[src/rtl/fifo_wr_arbiter_pkg.sv]
// Shared types and constants for the FIFO write-side arbiter.
package fifo_pkg;
  typedef enum logic {IDLE = 1'b0, BURST = 1'b1} arb_state_t;
  localparam int FIFO_DEPTH = 8;
  localparam int BYTE_W     = 8;
endpackage

[src/rtl/fifo_wr_arbiter_if.sv]
// Requester lanes plus FIFO write side; master = arbiter, slave = requesters/FIFO.
interface fifo_wr_arbiter_if #(
  parameter int NREQ = 4,
  parameter int IDW  = 2
);
  import fifo_pkg::*;
  logic [NREQ-1:0]             req;
  logic [NREQ-1:0][BYTE_W-1:0] req_data;
  logic [NREQ-1:0]             req_last;
  logic [NREQ-1:0]             gnt;
  logic                        fifo_full;
  logic                        fifo_wr;
  logic [BYTE_W-1:0]           fifo_data;
  logic                        busy;
  logic [IDW-1:0]              owner;

  modport master (input req, req_data, req_last, fifo_full,
                  output gnt, fifo_wr, fifo_data, busy, owner);
  modport slave  (output req, req_data, req_last, fifo_full,
                  input gnt, fifo_wr, fifo_data, busy, owner);
endinterface

[src/rtl/fifo_wr_arbiter_rr_pick.sv]
// Combinational round-robin picker: first set request at or after ptr_i, wrapping.
module fifo_wr_arbiter_rr_pick #(
  parameter int NREQ = 4,
  parameter int IDW  = 2
) (
  input  logic [NREQ-1:0] req_i,
  input  logic [IDW-1:0]  ptr_i,
  output logic [IDW-1:0]  win_o,
  output logic            any_o
);
  logic [IDW-1:0] idx;

  always_comb begin
    win_o = '0;
    any_o = 1'b0;
    idx   = '0;
    for (int i = 0; i < NREQ; i++) begin
      idx = IDW'((int'(ptr_i) + i) % NREQ);
      if (!any_o && req_i[idx]) begin
        any_o = 1'b1;
        win_o = idx;
      end
    end
  end
endmodule

[src/rtl/fifo_wr_arbiter.sv]
// Round-robin burst arbiter sharing one FIFO write port between NREQ byte requesters.
module fifo_wr_arbiter
  import fifo_pkg::*;
#(
  parameter int NREQ      = 4,
  parameter int MAX_BURST = 4,
  parameter int IDW       = 2
) (
  input logic                clk,
  input logic                reset_n,
  fifo_wr_arbiter_if.master  bus
);
  localparam int BCW = $clog2(MAX_BURST) + 1;

  arb_state_t     state_q;
  logic [IDW-1:0] rr_ptr_q;
  logic [IDW-1:0] owner_q;
  logic [BCW-1:0] beat_q;

  logic [IDW-1:0] pick;
  logic           any_req;
  logic           in_burst, own_req, accept, last_beat, burst_end;

  fifo_wr_arbiter_rr_pick #(.NREQ(NREQ), .IDW(IDW)) u_pick (
    .req_i (bus.req),
    .ptr_i (rr_ptr_q),
    .win_o (pick),
    .any_o (any_req)
  );

  assign in_burst  = (state_q == BURST);
  assign own_req   = bus.req[owner_q];
  assign accept    = in_burst & own_req & ~bus.fifo_full;
  assign last_beat = bus.req_last[owner_q] | (beat_q == BCW'(MAX_BURST - 1));
  // A full stall is not an end; only last/limit on an accepted beat, or a withdraw.
  assign burst_end = in_burst & ((accept & last_beat) | ~own_req);

  always_comb begin
    bus.gnt          = '0;
    bus.gnt[owner_q] = accept;
  end

  assign bus.fifo_wr   = accept;
  assign bus.fifo_data = accept ? bus.req_data[owner_q] : '0;
  assign bus.busy      = in_burst;
  assign bus.owner     = owner_q;

  always_ff @(posedge clk or negedge reset_n) begin
    if (!reset_n) begin
      state_q  <= IDLE;
      rr_ptr_q <= '0;
      owner_q  <= '0;
      beat_q   <= '0;
    end else begin
      case (state_q)
        IDLE: if (any_req) begin
          owner_q <= pick;
          beat_q  <= '0;
          state_q <= BURST;
        end
        BURST: begin
          if (burst_end) begin
            state_q  <= IDLE;
            beat_q   <= '0;
            rr_ptr_q <= (owner_q == IDW'(NREQ - 1)) ? '0 : owner_q + 1'b1;
          end else if (accept) begin
            beat_q <= beat_q + 1'b1;
          end
        end
        default: state_q <= IDLE;
      endcase
    end
  end
endmodule

[src/flat_wrapper.sv]
// flat-port wrapper written by rule: the top's interface ports become plain ports
module fifo_wr_arbiter_flat import fifo_pkg::*;
#(
  parameter int NREQ      = 4,
  parameter int MAX_BURST = 4,
  parameter int IDW       = 2
)
  (clk, reset_n, bus_req, bus_req_data, bus_req_last, bus_fifo_full, bus_gnt, bus_fifo_wr, bus_fifo_data, bus_busy, bus_owner);
  fifo_wr_arbiter_if #(.NREQ(NREQ), .IDW(IDW)) bus_i ();
  input logic clk;
  input logic reset_n;
  input wire logic [$bits(bus_i.req)-1:0] bus_req;
  input wire logic [$bits(bus_i.req_data)-1:0] bus_req_data;
  input wire logic [$bits(bus_i.req_last)-1:0] bus_req_last;
  input wire logic [$bits(bus_i.fifo_full)-1:0] bus_fifo_full;
  output wire logic [$bits(bus_i.gnt)-1:0] bus_gnt;
  output wire logic [$bits(bus_i.fifo_wr)-1:0] bus_fifo_wr;
  output wire logic [$bits(bus_i.fifo_data)-1:0] bus_fifo_data;
  output wire logic [$bits(bus_i.busy)-1:0] bus_busy;
  output wire logic [$bits(bus_i.owner)-1:0] bus_owner;
  assign bus_i.req = bus_req;
  assign bus_i.req_data = bus_req_data;
  assign bus_i.req_last = bus_req_last;
  assign bus_i.fifo_full = bus_fifo_full;
  assign bus_gnt = bus_i.gnt;
  assign bus_fifo_wr = bus_i.fifo_wr;
  assign bus_fifo_data = bus_i.fifo_data;
  assign bus_busy = bus_i.busy;
  assign bus_owner = bus_i.owner;
  fifo_wr_arbiter #(.NREQ(NREQ), .MAX_BURST(MAX_BURST), .IDW(IDW)) u_core (.clk(clk), .reset_n(reset_n), .bus(bus_i));
endmodule
[config.mk]
export PLATFORM = sky130hd
export DESIGN_NAME = fifo_wr_arbiter_flat
export DESIGN_NICKNAME = d
export VERILOG_FILES = /design/src/rtl/fifo_wr_arbiter_pkg.sv /design/src/rtl/fifo_wr_arbiter_if.sv /design/src/rtl/fifo_wr_arbiter_rr_pick.sv /design/src/rtl/fifo_wr_arbiter.sv /design/src/flat_wrapper.sv
export SDC_FILE = /design/constraint.sdc
export NUM_CORES = 1
export LEC_CHECK = 0
export ABC_AREA = 1
export BUFFER_PORTS_ARGS = -buffer_cell sky130_fd_sc_hd__buf_2
export CAP_MARGIN = 30
export CORE_MARGIN = 2
export CORE_UTILIZATION = 50
export DETAILED_ROUTE_END_ITERATION = 10
export PLACE_DENSITY = 0.86
export SLEW_MARGIN = 20
export SYNTH_ARGS = -nofsm -noshare
export SYNTH_HDL_FRONTEND = slang
export SYNTH_SLANG_ARGS = --single-unit
[constraint.sdc]
create_clock -name clk -period 4.3 [get_ports clk]
set_input_delay 0.43 -clock clk [delete_from_list [all_inputs] [get_ports clk]]
set_output_delay 0.43 -clock clk [all_outputs]
set_load 0.005 [all_outputs]
======== After elaboration in Yosys (flattened, before gate mapping) ========
Cells that the tools add are included.
operators by class
  bitwise gates (word level) .............. 10
  order comparisons ....................... 6
  muxes and demuxes ....................... 33
  reduce and logical (&&, ||, !) cells .... 10
  $add $sub $neg .......................... 5
  equal/unequal tests ..................... 4
operators by type and width
  operator             number
  $bmux 8 s2           1
  $mux 8               2
  $lt 2x3->1 const B   5
  $mux 1               13
  $bmux 1 s2           6
  $mux 2               5
  $mux 3               3
  $pmux 3 s2           1
  $reduce_and 2->1     3
  $add 2x1->2 const B  2
  $add 2x2->2 const B  2
  $and 1x1->1          4
  $and 4x4->4          1
  $logic_and 1x1->1    4
  $add 3x1->3 const B  1
  $eq 3x2->1 const B   1
  $logic_not 1->1      3
  $ne 3x3->1 const B   1
  $not 1->1            3
  $demux 1 s2          1
  $eq 2x2->1 const B   1
  $ge 2x1->1 const B   1
  $ne 2x1->1 const B   1
  $or 1x1->1           2
  $pmux 1 s2           1
storage, ports and cells
  logic and storage cells ................. 72
  register bits after elaboration ......... 8
  output and inout bits ................... 16
  bits of input ports ..................... 43

======== Depth between registers and ports, before layout ========
  depth after elaboration ................. 14
  depth in mapped cells ................... 12
  gate-level depth less buffers ........... 11

======== Cells and area by module ========
From an unflattened synthesis, not the netlist that was laid out.
second synthesis, totals
  cell total of the unflattened synthesis .. 201
  area, all modules ....................... 1,181.1 sq um
by module, submodules not included
  module                   instances  area an instance (sq um)  cells an instance  sequential area each (sq um)
  fifo_wr_arbiter          1          862.1                     142                200.2
  fifo_wr_arbiter_rr_pick  1          319.1                     59                 0.0

======== Least setup slack after synthesis ========
OpenSTA, ideal clock, no wires.
  path kind ............................... register to output
  start point ............................. register u_core.owner_q[0], in the netlist u_core.bus.owner[0]
  end point ............................... output port bus_gnt[0]
  buffers on the path ..................... 2
  stages on the path, launching flop included .. 7
  slack ................................... 2.607 ns
  arrival ................................. 1.263 ns
  required time ........................... 3.870 ns
  cells stage by stage .................... dfrtp_1 > inv_2 > buf_2 > clkbuf_1 > ha_1 > inv_1 > nor2_1
on the way
  word-level cells in the longest chain between the ends .. 5
  elaborated cells on any way between the ends .. 10
  classes of those cells .................. order compare: 2; mux: 4; bitwise: 3; reduce/logical: 1
ends and longest elaborated chain
  what                                                                      RTL line                                      source
  start: declaration                                                        fifo_wr_arbiter.sv:17                         logic [IDW-1:0] owner_q;
  start signal: assignment                                                  fifo_wr_arbiter.sv:57                         owner_q <= pick;
  $lt 2x3->1 (implied by the code) (tied with other cells)                  fifo_wr_arbiter.sv:40                         bus.gnt[owner_q] = accept;
  $logic_and 1x1->1 (implied by the code) / $mux 1 (equally long branches)  fifo_wr_arbiter.sv:40, fifo_wr_arbiter.sv:32
  $mux 1 (implied by the code) / $and 1x1->1 (equally long branches)        fifo_wr_arbiter.sv:40, fifo_wr_arbiter.sv:33
  $demux 1 s2 / $and 1x1->1 (equally long branches)                         --
  $and 4x4->4 (no source line) (*)                                          --
  end: declaration                                                          flat_wrapper.sv:16                            output wire logic [$bits(bus_i.gnt)-1:0] bus_gnt;
Mark *: on every way between the ends. The rest lies on a longest branch, timed or not. The select of a mux whose other input is x is not followed.

======== Worst setup path in the final report ========
  start point ............................. register u_core.owner_q[0], in the netlist u_core.bus.owner[0]
  end point ............................... output port bus_fifo_data[2]
on the way
  word-level cells in the longest chain between the ends .. 5
  elaborated cells on any way between the ends .. 7
  classes of those cells .................. mux: 5; bitwise: 2
ends and longest elaborated chain
  what                          RTL line               source
  $bmux 1 s2                    fifo_wr_arbiter.sv:32  assign own_req = bus.req[owner_q];
  $mux 1 (implied by the code)  fifo_wr_arbiter.sv:32
  $and 1x1->1 (2 in a row)      fifo_wr_arbiter.sv:33  assign accept = in_burst & own_req & ~bus.fifo_full;
  $mux 8 (*)                    fifo_wr_arbiter.sv:44  assign bus.fifo_data = accept ? bus.req_data[owner_q] : '0;
  end: declaration              flat_wrapper.sv:18     output wire logic [$bits(bus_i.fifo_data)-1:0] bus_fifo_data;
Marks and branches as above.

==> results.sh <==
export IMPL_post_route_min_period_ps=2660
export IMPL_syn_nets=260
export IMPL_dp_hpwl_um=2280
export IMPL_drtIter0Drc=31
export IMPL_areaGrowthSynthToFinish_pct=24.7
export IMPL_yosysWarnings=0
export IMPL_ctsLongestPathBuffers=2
export IMPL_ios=59
export IMPL_cp_end_kind="primary output"
export IMPL_power_leakage_uw=0.000885
export IMPL_fillers=207
export IMPL_crit_chain="inv_2 -> nand2_1 -> nand3_1 -> nand2_1 -> nor2_2 -> inv_2 -> a21oi_1 -> buf_2"
export IMPL_cpPeakStageDelay_ps=810
export IMPL_rows=17
export IMPL_numPortBuffers=58
export IMPL_vias=1410
export IMPL_cp_max_fo=25
export IMPL_worst_slew_pin_slew_ps=727
export IMPL_totalWireLength_um=2830
export IMPL_path_clk_slew_ps=50
export IMPL_reg2reg_slack_ps=2200
export IMPL_die_w_um=52.9
export IMPL_final_cell_mix="64 x nand2_1, 58 x buf_2, 42 x nor2_1"
export IMPL_arrival_ps=2230
export IMPL_synth_area_leaders="nand2_1 20%, dfrtp_1 17%, nor2_1 13%"
export IMPL_relSlewSlack_pct=51.6
export IMPL_overflow=0
export IMPL_max_cap_violations=0
export IMPL_gp_congestion=0.775
export IMPL_layout_commonest_cell="nand2_1"
export IMPL_powerDensity_nw_per_um2=645
export IMPL_synth_seq_cells=8
export IMPL_ys_seq_area_share_pct=16.7
export IMPL_syn_avg_cell_area_um2=5.67
export IMPL_drt_wirelength_per_cell_um=9.74
export IMPL_crit_slowest_cell="dfrtp_1"
export IMPL_crit_buf_inv=3
export IMPL_viasPerCell=4.85
export IMPL_syn_inst=211
export IMPL_placedCellCount=288
export IMPL_drc=0
export IMPL_hold_viol_final=0
export IMPL_clock_skew_ps=1.13
export IMPL_path_class="register to primary output"
export IMPL_post_cts_setup_buffers=0
export IMPL_final_net_count=314
export IMPL_report_final_slew_viol_count=0
export IMPL_final_util_pct=66.8
export IMPL_period_share_pct=61.8
export IMPL_antenna_left=0
export IMPL_synthesis_area_um2=1200
export IMPL_clk_latency_ps=250
export IMPL_core_area_um2=2230
export IMPL_yosys_cell_types_count=22
export IMPL_max_freq_mhz=376
export IMPL_cts_num_sinks=8
export IMPL_first_global_vias=1185
export IMPL_hold_path_class="primary input to asynchronous set/reset pin"
export IMPL_cp_data_required_time_ps=3870
export IMPL_n_antenna_cell=0
export IMPL_die_area_um2=2800
export IMPL_final_cells=291
export IMPL_peakVddDrop_mv=0.363
export IMPL_tns_ps=0
export IMPL_cts_root_buf="clkbuf_4"
export IMPL_first_pass_iters=4
export IMPL_grt_total_usage_pct=23.0
export IMPL_cts_resized=0
export IMPL_yosys_area_top_type="nand2_1"
export IMPL_grt_max_degree=26
export IMPL_cts_buffers=3
export IMPL_postCtsHoldBufs=0
export IMPL_initial_core_util_pct=53.6
export IMPL_grt_pass1_wl_um=4890
export IMPL_cts_tree="built"
export IMPL_antenna_found_initial=0
export IMPL_die_h_um=52.9
export IMPL_ctsHtreeMaxLevel=1
export IMPL_setup_viol=0
export IMPL_drive_above_1_share_pct=31.6
export IMPL_synth_top_cell_area_share_pct=20.1
export IMPL_critPathTopFamily="flip-flops"
export IMPL_critPathLaunchType="register"
export IMPL_status="complete, no violations"
export IMPL_rsz0062_at_grt="no"
## cell type report
cell class / instances / area (µm²) / share of cell area (%)
clock buffer: 3 / 22.5 / 1.51
inverter: 22 / 82.6 / 5.53
multi-input combinational: 172 / 862 / 57.8
sequential: 8 / 200 / 13.4
tap: 28 / 35.0 / 2.35
timing repair buffer: 58 / 290 / 19.4
## registers in the layout (all words and copies together), names as in the netlist
name and cells:
u_core.beat_q 3, u_core.bus.owner 2, u_core.rr_ptr_q 2, u_core.bus.busy 1
## metrics by stage
stage | worst slack, ps | hold slack [ps] | area [µm²] | total power, µW
3_5_place_dp | 1920 | 280 | 1470 | 905
6_report | 1640 | 15.8 | 1490 | 962
4_1_cts | 1650 | 5.44 | 1490 | 967
5_1_grt | 1380 | 7.62 | 1490 | 1100
3_3_place_gp | 2010 | 279 | 1470 | 900
2_1_floorplan | 2610 | 134 | 1200 | 774
## path summary, 6_finish.rpt
path	endpoint	start	cells past startpoint
setup / recovery	bus_fifo_data[2]	u_core.bus.owner[0]	8
hold / removal	u_core.beat_q[2]	reset_n	1
setup reg to reg	u_core.beat_q[0]	u_core.bus.owner[0]	10
hold reg to reg	u_core.beat_q[1]	u_core.beat_q[1]	2
max in group asynchronous	u_core.bus.owner[1]	reset_n	1
min in group clk	u_core.beat_q[1]	u_core.beat_q[1]	2
## per-layer routing
layer  track usage [%]  up-vias  part of all wire, %
met5                 0        -                    0
met1              30.4      601                   48
li1                  -      763                    -
met3              5.08        2                  5.6
met2              38.8       44                   46
met4              3.85        0                 0.46
## Yosys cell counts (all sizes together)
cell / count
a21oi: 10
clkbuf: 1
buf: 8
o21ai: 21
inv: 22
ha: 6
dfrtp: 8
nand3: 16
nor2: 44
nand2: 74
nand4: 1
## logic make-up after synthesis
kind of cell | after synthesis | synth area share (%)
simple gates | 135 | 51.8
compound gates | 31 | 13.9
buf+inv | 31 | 11.3
flops | 8 | 16.7
fa+ha+maj | 6 | 6.27
## report_power, final
group	leakage, µW	internal [µW]	switching (µW)	total [µW]
combinational	0.000771	263	446	709
sequential	0.000100	108	88.0	196
clock	0.0000138	31.9	24.8	56.7
(Power assumes the default switching activity.)
